`src/rtl/if_fetch_stage.sv`:
```
// Instruction-fetch stage: owns the PC, issues single-outstanding memory reads, buffers words for decode.
// Optional saturating perf counters (perf_fetch, perf_stall) are built only when IF_PERF_CNT_EN is defined.
module if_fetch_stage #(
    parameter int ARQ    = 16,
    parameter int AW     = 13,
    parameter int QDEPTH = 2
) (
    input  logic           clk,
    input  logic           rst,
    output logic           mem_req,
    output logic [AW-1:0]  mem_addr,
    input  logic           mem_ack,
    input  logic [ARQ-1:0] mem_rdata,
    output logic [ARQ-1:0] instr,
    output logic [AW-1:0]  instr_pc,
    output logic           instr_valid,
    input  logic           id_ready,
    input  logic           jenable,
    input  logic [AW-1:0]  jaddr
`ifdef IF_PERF_CNT_EN
    ,
    output logic [15:0]    perf_fetch,
    output logic [15:0]    perf_stall
`endif
);

    localparam int PW = $clog2(QDEPTH);
    localparam logic [PW:0] QD = (PW+1)'(QDEPTH);

    typedef enum logic [1:0] {
        ST_FETCH,
        ST_WAIT,
        ST_DISCARD
    } state_t;

    state_t          state_q, state_d;
    logic [AW-1:0]   pc_q, pc_d;
    logic            req_d;
    logic [AW-1:0]   addr_d;
    logic            push, pop;

    logic [PW:0]     wr_ptr, rd_ptr;
    logic [PW:0]     count;
    logic [PW-1:0]   wr_idx, rd_idx;
    logic [ARQ-1:0]  q_data [QDEPTH];
    logic [AW-1:0]   q_pc   [QDEPTH];
    logic [ARQ-1:0]  instr_hold;
    logic [AW-1:0]   pc_hold;

    assign count       = wr_ptr - rd_ptr;
    assign wr_idx      = wr_ptr[PW-1:0];
    assign rd_idx      = rd_ptr[PW-1:0];
    assign instr_valid = (wr_ptr != rd_ptr);
    assign pop         = instr_valid && id_ready && !jenable;

    // When empty the head is undefined, so decode sees the last word it was shown.
    assign instr    = instr_valid ? q_data[rd_idx] : instr_hold;
    assign instr_pc = instr_valid ? q_pc[rd_idx]   : pc_hold;

    always_comb begin
        state_d = state_q;
        pc_d    = pc_q;
        req_d   = mem_req;
        addr_d  = mem_addr;
        push    = 1'b0;
        case (state_q)
            ST_FETCH: begin
                if (jenable) begin
                    pc_d = jaddr;
                end else if (count < QD) begin
                    req_d   = 1'b1;
                    addr_d  = pc_q;
                    state_d = ST_WAIT;
                end
            end
            ST_WAIT: begin
                if (jenable) begin
                    pc_d = jaddr;
                    if (mem_ack) begin
                        req_d   = 1'b0;
                        state_d = ST_FETCH;
                    end else begin
                        state_d = ST_DISCARD;
                    end
                end else if (mem_ack) begin
                    push    = 1'b1;
                    pc_d    = pc_q + 1'b1;
                    req_d   = 1'b0;
                    state_d = ST_FETCH;
                end
            end
            ST_DISCARD: begin
                if (jenable) pc_d = jaddr;
                // The stale read completes here whether or not another redirect arrives.
                if (mem_ack) begin
                    req_d   = 1'b0;
                    state_d = ST_FETCH;
                end
            end
            default: begin
                req_d   = 1'b0;
                state_d = ST_FETCH;
            end
        endcase
    end

    always_ff @(posedge clk) begin
        if (!rst) begin
            state_q  <= ST_FETCH;
            pc_q     <= '0;
            mem_req  <= 1'b0;
            mem_addr <= '0;
        end else begin
            state_q  <= state_d;
            pc_q     <= pc_d;
            mem_req  <= req_d;
            mem_addr <= addr_d;
        end
    end

    always_ff @(posedge clk) begin
        if (!rst) begin
            wr_ptr <= '0;
            rd_ptr <= '0;
        end else if (jenable) begin
            wr_ptr <= '0;
            rd_ptr <= '0;
        end else begin
            if (push) wr_ptr <= wr_ptr + 1'b1;
            if (pop)  rd_ptr <= rd_ptr + 1'b1;
        end
    end

    always_ff @(posedge clk) begin
        if (push) begin
            q_data[wr_idx] <= mem_rdata;
            q_pc[wr_idx]   <= pc_q;
        end
    end

    always_ff @(posedge clk) begin
        if (!rst) begin
            instr_hold <= '0;
            pc_hold    <= '0;
        end else begin
            instr_hold <= instr;
            pc_hold    <= instr_pc;
        end
    end

`ifdef IF_PERF_CNT_EN
    always_ff @(posedge clk) begin
        if (!rst) begin
            perf_fetch <= '0;
            perf_stall <= '0;
        end else begin
            if (push && (perf_fetch != '1))
                perf_fetch <= perf_fetch + 1'b1;
            if (id_ready && !instr_valid && (perf_stall != '1))
                perf_stall <= perf_stall + 1'b1;
        end
    end
`endif

endmodule

```
`config.mk`:
```
export PLATFORM = sky130hd
export DESIGN_NAME = if_fetch_stage
export DESIGN_NICKNAME = d
export VERILOG_FILES = /design/src/rtl/if_fetch_stage.sv
export SDC_FILE = /design/constraint.sdc
export NUM_CORES = 1
export LEC_CHECK = 0
export BUFFER_PORTS_ARGS = -buffer_cell sky130_fd_sc_hd__buf_2
export CORE_ASPECT_RATIO = 0.8
export CORE_MARGIN = 4
export CORE_UTILIZATION = 40
export CTS_CLUSTER_SIZE = 40
export DETAILED_ROUTE_END_ITERATION = 10
export HOLD_SLACK_MARGIN = 0.02
export PLACE_DENSITY_LB_ADDON = 0.2
export SKIP_CTS_REPAIR_TIMING = 1
export SKIP_LAST_GASP = 1
export SLEW_MARGIN = 20
export SYNTH_ARGS = -nofsm -noshare
export SYNTH_HDL_FRONTEND = slang
export SYNTH_SLANG_ARGS = --single-unit
```
`constraint.sdc`:
```
create_clock -name clk -period 2.8 [get_ports clk]
set_input_delay 0.56 -clock clk [delete_from_list [all_inputs] [get_ports clk]]
set_output_delay 0.56 -clock clk [all_outputs]
set_load 0.05 [all_outputs]
```
==> impl_results.html <==
<table>
<tr><th>Metric</th><th>Value</th></tr>
<tr><th colspan="2">Run status</th></tr>
<tr><td>Run status</td><td>finished clean</td></tr>
<tr><th colspan="2">Synth</th></tr>
<tr><td>Sequential area share after synthesis</td><td>59.6%</td></tr>
<tr><td>Count of yosys warnings during synthesis</td><td>0</td></tr>
<tr><td>Top flip-flop cell by instance count after synthesis</td><td>sky130_fd_sc_hd__dfxtp_1</td></tr>
<tr><td>Most frequent cells after synthesis</td><td>sky130_fd_sc_hd__dfxtp_1 (63), sky130_fd_sc_hd__edfxtp_1 (58), sky130_fd_sc_hd__nor2_1 (44), sky130_fd_sc_hd__a21oi_1 (40), sky130_fd_sc_hd__a211oi_1 (32)</td></tr>
<tr><td>Yosys top cell by area</td><td>sky130_fd_sc_hd__edfxtp_1</td></tr>
<tr><td>Cell area after synthesis</td><td>5030 sq um</td></tr>
<tr><td>Synth async-reset ratio</td><td>0%</td></tr>
<tr><td>Average instance area after synthesis</td><td>10.9 sq um</td></tr>
<tr><td>Count of different cell masters after synthesis</td><td>45</td></tr>
<tr><td>Number of cells produced by synthesis</td><td>461</td></tr>
<tr><td>Mapped Nets</td><td>501</td></tr>
<tr><td>Main area contributors after synthesis</td><td>sky130_fd_sc_hd__edfxtp_1 (35%), sky130_fd_sc_hd__dfxtp_1 (25%), sky130_fd_sc_hd__mux2i_1 (6.0%)</td></tr>
<tr><td>Flop and latch count out of synthesis</td><td>121</td></tr>
<tr><td>Cell with the most instances after synthesis</td><td>sky130_fd_sc_hd__dfxtp_1</td></tr>
<tr><td>Number of enable-type register cells in the synthesized netlist</td><td>58</td></tr>
<tr><td>Yosys top cell area share</td><td>34.6%</td></tr>
<tr><th colspan="2">Clocking</th></tr>
<tr><td>Total number of clock tree sinks</td><td>121</td></tr>
<tr><td>CTS H-tree depth</td><td>4</td></tr>
<tr><td>TritonCTS clock tree</td><td>yes</td></tr>
<tr><td>Number of buffers added by the clock tree synthesis step</td><td>17</td></tr>
<tr><td>Clock Latency Late Sink</td><td>400 ps</td></tr>
<tr><td>Clk slew on worst S/H paths</td><td>60 ps</td></tr>
<tr><td>Number of buffers on the longest clock path</td><td>2</td></tr>
<tr><td>Root cell of the clock tree</td><td>sky130_fd_sc_hd__clkbuf_16</td></tr>
<tr><th colspan="2">Placement</th></tr>
<tr><td>Placed Instances</td><td>687</td></tr>
<tr><td>Routability-driven placement congestion ratio</td><td>0.801</td></tr>
<tr><td>Number of buffers inserted by port buffering</td><td>77</td></tr>
<tr><td>Detailed placer's ending HPWL</td><td>7380 um</td></tr>
<tr><th colspan="2">Hold path</th></tr>
<tr><td>Min-Delay Endpoint</td><td>q_data[1][15]</td></tr>
<tr><td>Worst Hold Class</td><td>primary input to flop</td></tr>
<tr><td>Min-Delay Startpoint</td><td>mem_rdata[15]</td></tr>
<tr><td>Cell count of the worst hold path</td><td>1</td></tr>
<tr><th colspan="2">Die</th></tr>
<tr><td>Initial core utilization</td><td>41.1%</td></tr>
<tr><td>Overall die height</td><td>108 um</td></tr>
<tr><td>Die width</td><td>133 um</td></tr>
<tr><td>Die Area</td><td>14500 sq um</td></tr>
<tr><td>Area of the placeable core</td><td>12300 sq um</td></tr>
<tr><td>I/O pin cnt</td><td>78</td></tr>
<tr><td>Row Count</td><td>36</td></tr>
<tr><th colspan="2">GRT</th></tr>
<tr><td>Initial antenna violation count</td><td>0</td></tr>
<tr><td>Global-route usage over all layers</td><td>16.2%</td></tr>
<tr><td>First-pass GRT wire length</td><td>18300 um</td></tr>
<tr><td>Overall overflow remaining after global route</td><td>0</td></tr>
<tr><td>Pin count of the biggest net entering global routing</td><td>89</td></tr>
<tr><td>Vias in the first global route</td><td>3658</td></tr>
<tr><th colspan="2">STA</th></tr>
<tr><td>Slew Viols, Final</td><td>0</td></tr>
<tr><td>Minimum clock period</td><td>2660 ps</td></tr>
<tr><td>Setup violators final</td><td>0</td></tr>
<tr><td>Top achievable clock speed</td><td>375 MHz</td></tr>
<tr><td>Max Clock Skew</td><td>7.59 ps</td></tr>
<tr><td>Final Hold Slack</td><td>347 ps</td></tr>
<tr><td>Tightest Pin Transition</td><td>500 ps</td></tr>
<tr><td>RSZ-0062 raised after global routing</td><td>false</td></tr>
<tr><td>Remaining max-slew budget at the tightest pin</td><td>66.6%</td></tr>
<tr><td>Total count of hold-check failures in the final report</td><td>0</td></tr>
<tr><td>Final TNS setup</td><td>0 ps</td></tr>
<tr><td>Tcrit/Tclk final</td><td>95.1%</td></tr>
<tr><th colspan="2">Routing</th></tr>
<tr><td>Total wirelength of the detailed-routed design</td><td>11700 um</td></tr>
<tr><td>WL per Instance</td><td>16.3 um</td></tr>
<tr><td>Number of design rule violations left after detail routing</td><td>0</td></tr>
<tr><td>Router iterations before antenna repair</td><td>4</td></tr>
<tr><td>Iteration-0 DRC count of the detailed router</td><td>170</td></tr>
<tr><td>Vias per Instance</td><td>5.24</td></tr>
<tr><td>Count of vias placed by the detailed router</td><td>3775</td></tr>
<tr><td>DRT antenna net count</td><td>0</td></tr>
<tr><th colspan="2">Critical path</th></tr>
<tr><td>Slack of the worst reg-to-reg path</td><td>340 ps</td></tr>
<tr><td>Startpoint type of the worst setup path</td><td>flop</td></tr>
<tr><td>Largest fanout of any net on the critical path</td><td>44</td></tr>
<tr><td>Startpoint of the most critical register-to-register path</td><td>state_q[0]</td></tr>
<tr><td>Critical path capture point type</td><td>output pin</td></tr>
<tr><td>Setup CP Type</td><td>flop to output pin</td></tr>
<tr><td>Worst Path Required</td><td>2240 ps</td></tr>
<tr><td>Worst reg2reg endpoint</td><td>pc_q[5]</td></tr>
<tr><td>CP arrival</td><td>2100 ps</td></tr>
<tr><td>Cell count of the worst reg-to-reg path</td><td>6</td></tr>
<tr><th colspan="2">Flow run</th></tr>
<tr><td>Max Cap Viol</td><td>0</td></tr>
<tr><th colspan="2">Finish</th></tr>
<tr><td>Antenna diodes</td><td>0</td></tr>
<tr><td>Area growth, synth to finish</td><td>22.4%</td></tr>
<tr><td>Fraction of layout cells with a size suffix above 1</td><td>22.4%</td></tr>
<tr><td>Non-filler cells in the finished layout</td><td>720</td></tr>
<tr><td>Total Nets Final</td><td>576</td></tr>
<tr><th colspan="2">Pwr</th></tr>
<tr><td>Power density over the cells</td><td>695 nW/um^2</td></tr>
<tr><td>VDD IR-drop max</td><td>0.424 mV</td></tr>
<tr><td>Static Leak</td><td>2.28 nW</td></tr>
</table>
==> worst max-delay path, stage by stage, from the launching register on <==
cell and delay, ps:
sky130_fd_sc_hd__dfxtp_1 320, sky130_fd_sc_hd__inv_1 70, sky130_fd_sc_hd__ha_1 340, sky130_fd_sc_hd__nand2_2 180
sky130_fd_sc_hd__buf_16 220, sky130_fd_sc_hd__nor2_1 90, sky130_fd_sc_hd__a21oi_1 150, sky130_fd_sc_hd__buf_2 290
==> worst max path at each step <==
stage | from | end | depth (start not counted)
5_1_grt | wr_ptr[0] | instr_pc[3] | 7
2_1_floorplan | wr_ptr[0] | instr_pc[10] | 5
4_1_cts | wr_ptr[0] | instr[6] | 7
3_3_place_gp | state_q[0] | pc_q[5] | 6
6_report | wr_ptr[0] | instr[6] | 7
3_5_place_dp | state_q[0] | pc_q[5] | 6
==> sequential cells by signal, summed over array words and instances (netlist names), named ones only <==
| signal | cells |
|---|---|
| q_pc | 26 |
| mem_addr | 13 |
| q_data | 32 |
| state_q | 2 |
| pc_q | 13 |
| rd_ptr | 2 |
| instr_hold | 16 |
| wr_ptr | 2 |
| mem_req | 1 |
| pc_hold | 13 |
==> kinds of logic after synthesis <==
kind of cell               Yosys count  synth area share, %
AOI/OAI and AO/OA                  124                 16.0
xor gates and xnor gates             6                 1.34
adders and majority gates            6                 1.49
buffers and inverters               45                 3.40
DFF                                121                 59.6
muxes                               30                 5.96
and+or+nand+nor                    129                 12.2
==> report_power, final <==
group | switching, mW | internal [mW] | total [mW]
logic | 0.326 | 0.130 | 0.456
clock network | 0.724 | 1.14 | 1.86
registers | 0.0526 | 1.92 | 1.97
==> final cells by class <==
class                   instances  area, sq um
well taps                     171          214
clock inverters                10         55.1
fillers                      1143         6090
repair buffers                 89          526
multi-input cells             295         1860
clock buffers                  22          454
inverters                      12         45.0
flip-flops and latches        121         3000
==> routing by layer <==
layer	up-vias	GRT usage (%)	share of wire, %
met5	-	0	0
li1	1869	-	-
met3	16	5.30	5.4
met1	1789	22.0	49
met4	0	6.53	1.4
met2	101	24.2	44
==> layout by cell type, fill, tap and decap left out, types with 4 or more instances in the layout <==
cell,n
sky130_fd_sc_hd__a211oi_1,32
sky130_fd_sc_hd__clkinv_2,4
sky130_fd_sc_hd__and4_1,4
sky130_fd_sc_hd__nand3_1,18
sky130_fd_sc_hd__nor2_1,44
sky130_fd_sc_hd__ha_1,6
sky130_fd_sc_hd__nor3_1,8
sky130_fd_sc_hd__clkbuf_16,18
sky130_fd_sc_hd__a21oi_1,40
sky130_fd_sc_hd__o21ai_0,18
sky130_fd_sc_hd__edfxtp_1,58
sky130_fd_sc_hd__mux2i_1,30
sky130_fd_sc_hd__inv_1,12
sky130_fd_sc_hd__dfxtp_1,62
sky130_fd_sc_hd__clkbuf_1,4
sky130_fd_sc_hd__xnor2_1,5
sky130_fd_sc_hd__nand2_1,28
sky130_fd_sc_hd__and3_1,5
sky130_fd_sc_hd__buf_4,9
sky130_fd_sc_hd__o31ai_1,6
sky130_fd_sc_hd__buf_2,77
sky130_fd_sc_hd__a31oi_1,7
==> stage by stage <==
stage / utilization, % / total power, mW / setup slack (ps) / area, sq um
after floorplan: - / 2.31 / 159 / 5030
after global placement: 45.9 / 2.44 / 511 / 5620
after detailed placement: 45.9 / 2.45 / 402 / 5620
after CTS: 50.0 / 4.32 / 85.8 / 6130
after global routing: 50.3 / 4.47 / 6.88 / 6160
final: 50.3 / 4.28 / 137 / 6160
Note: power is estimated with default switching activity, not from simulation.
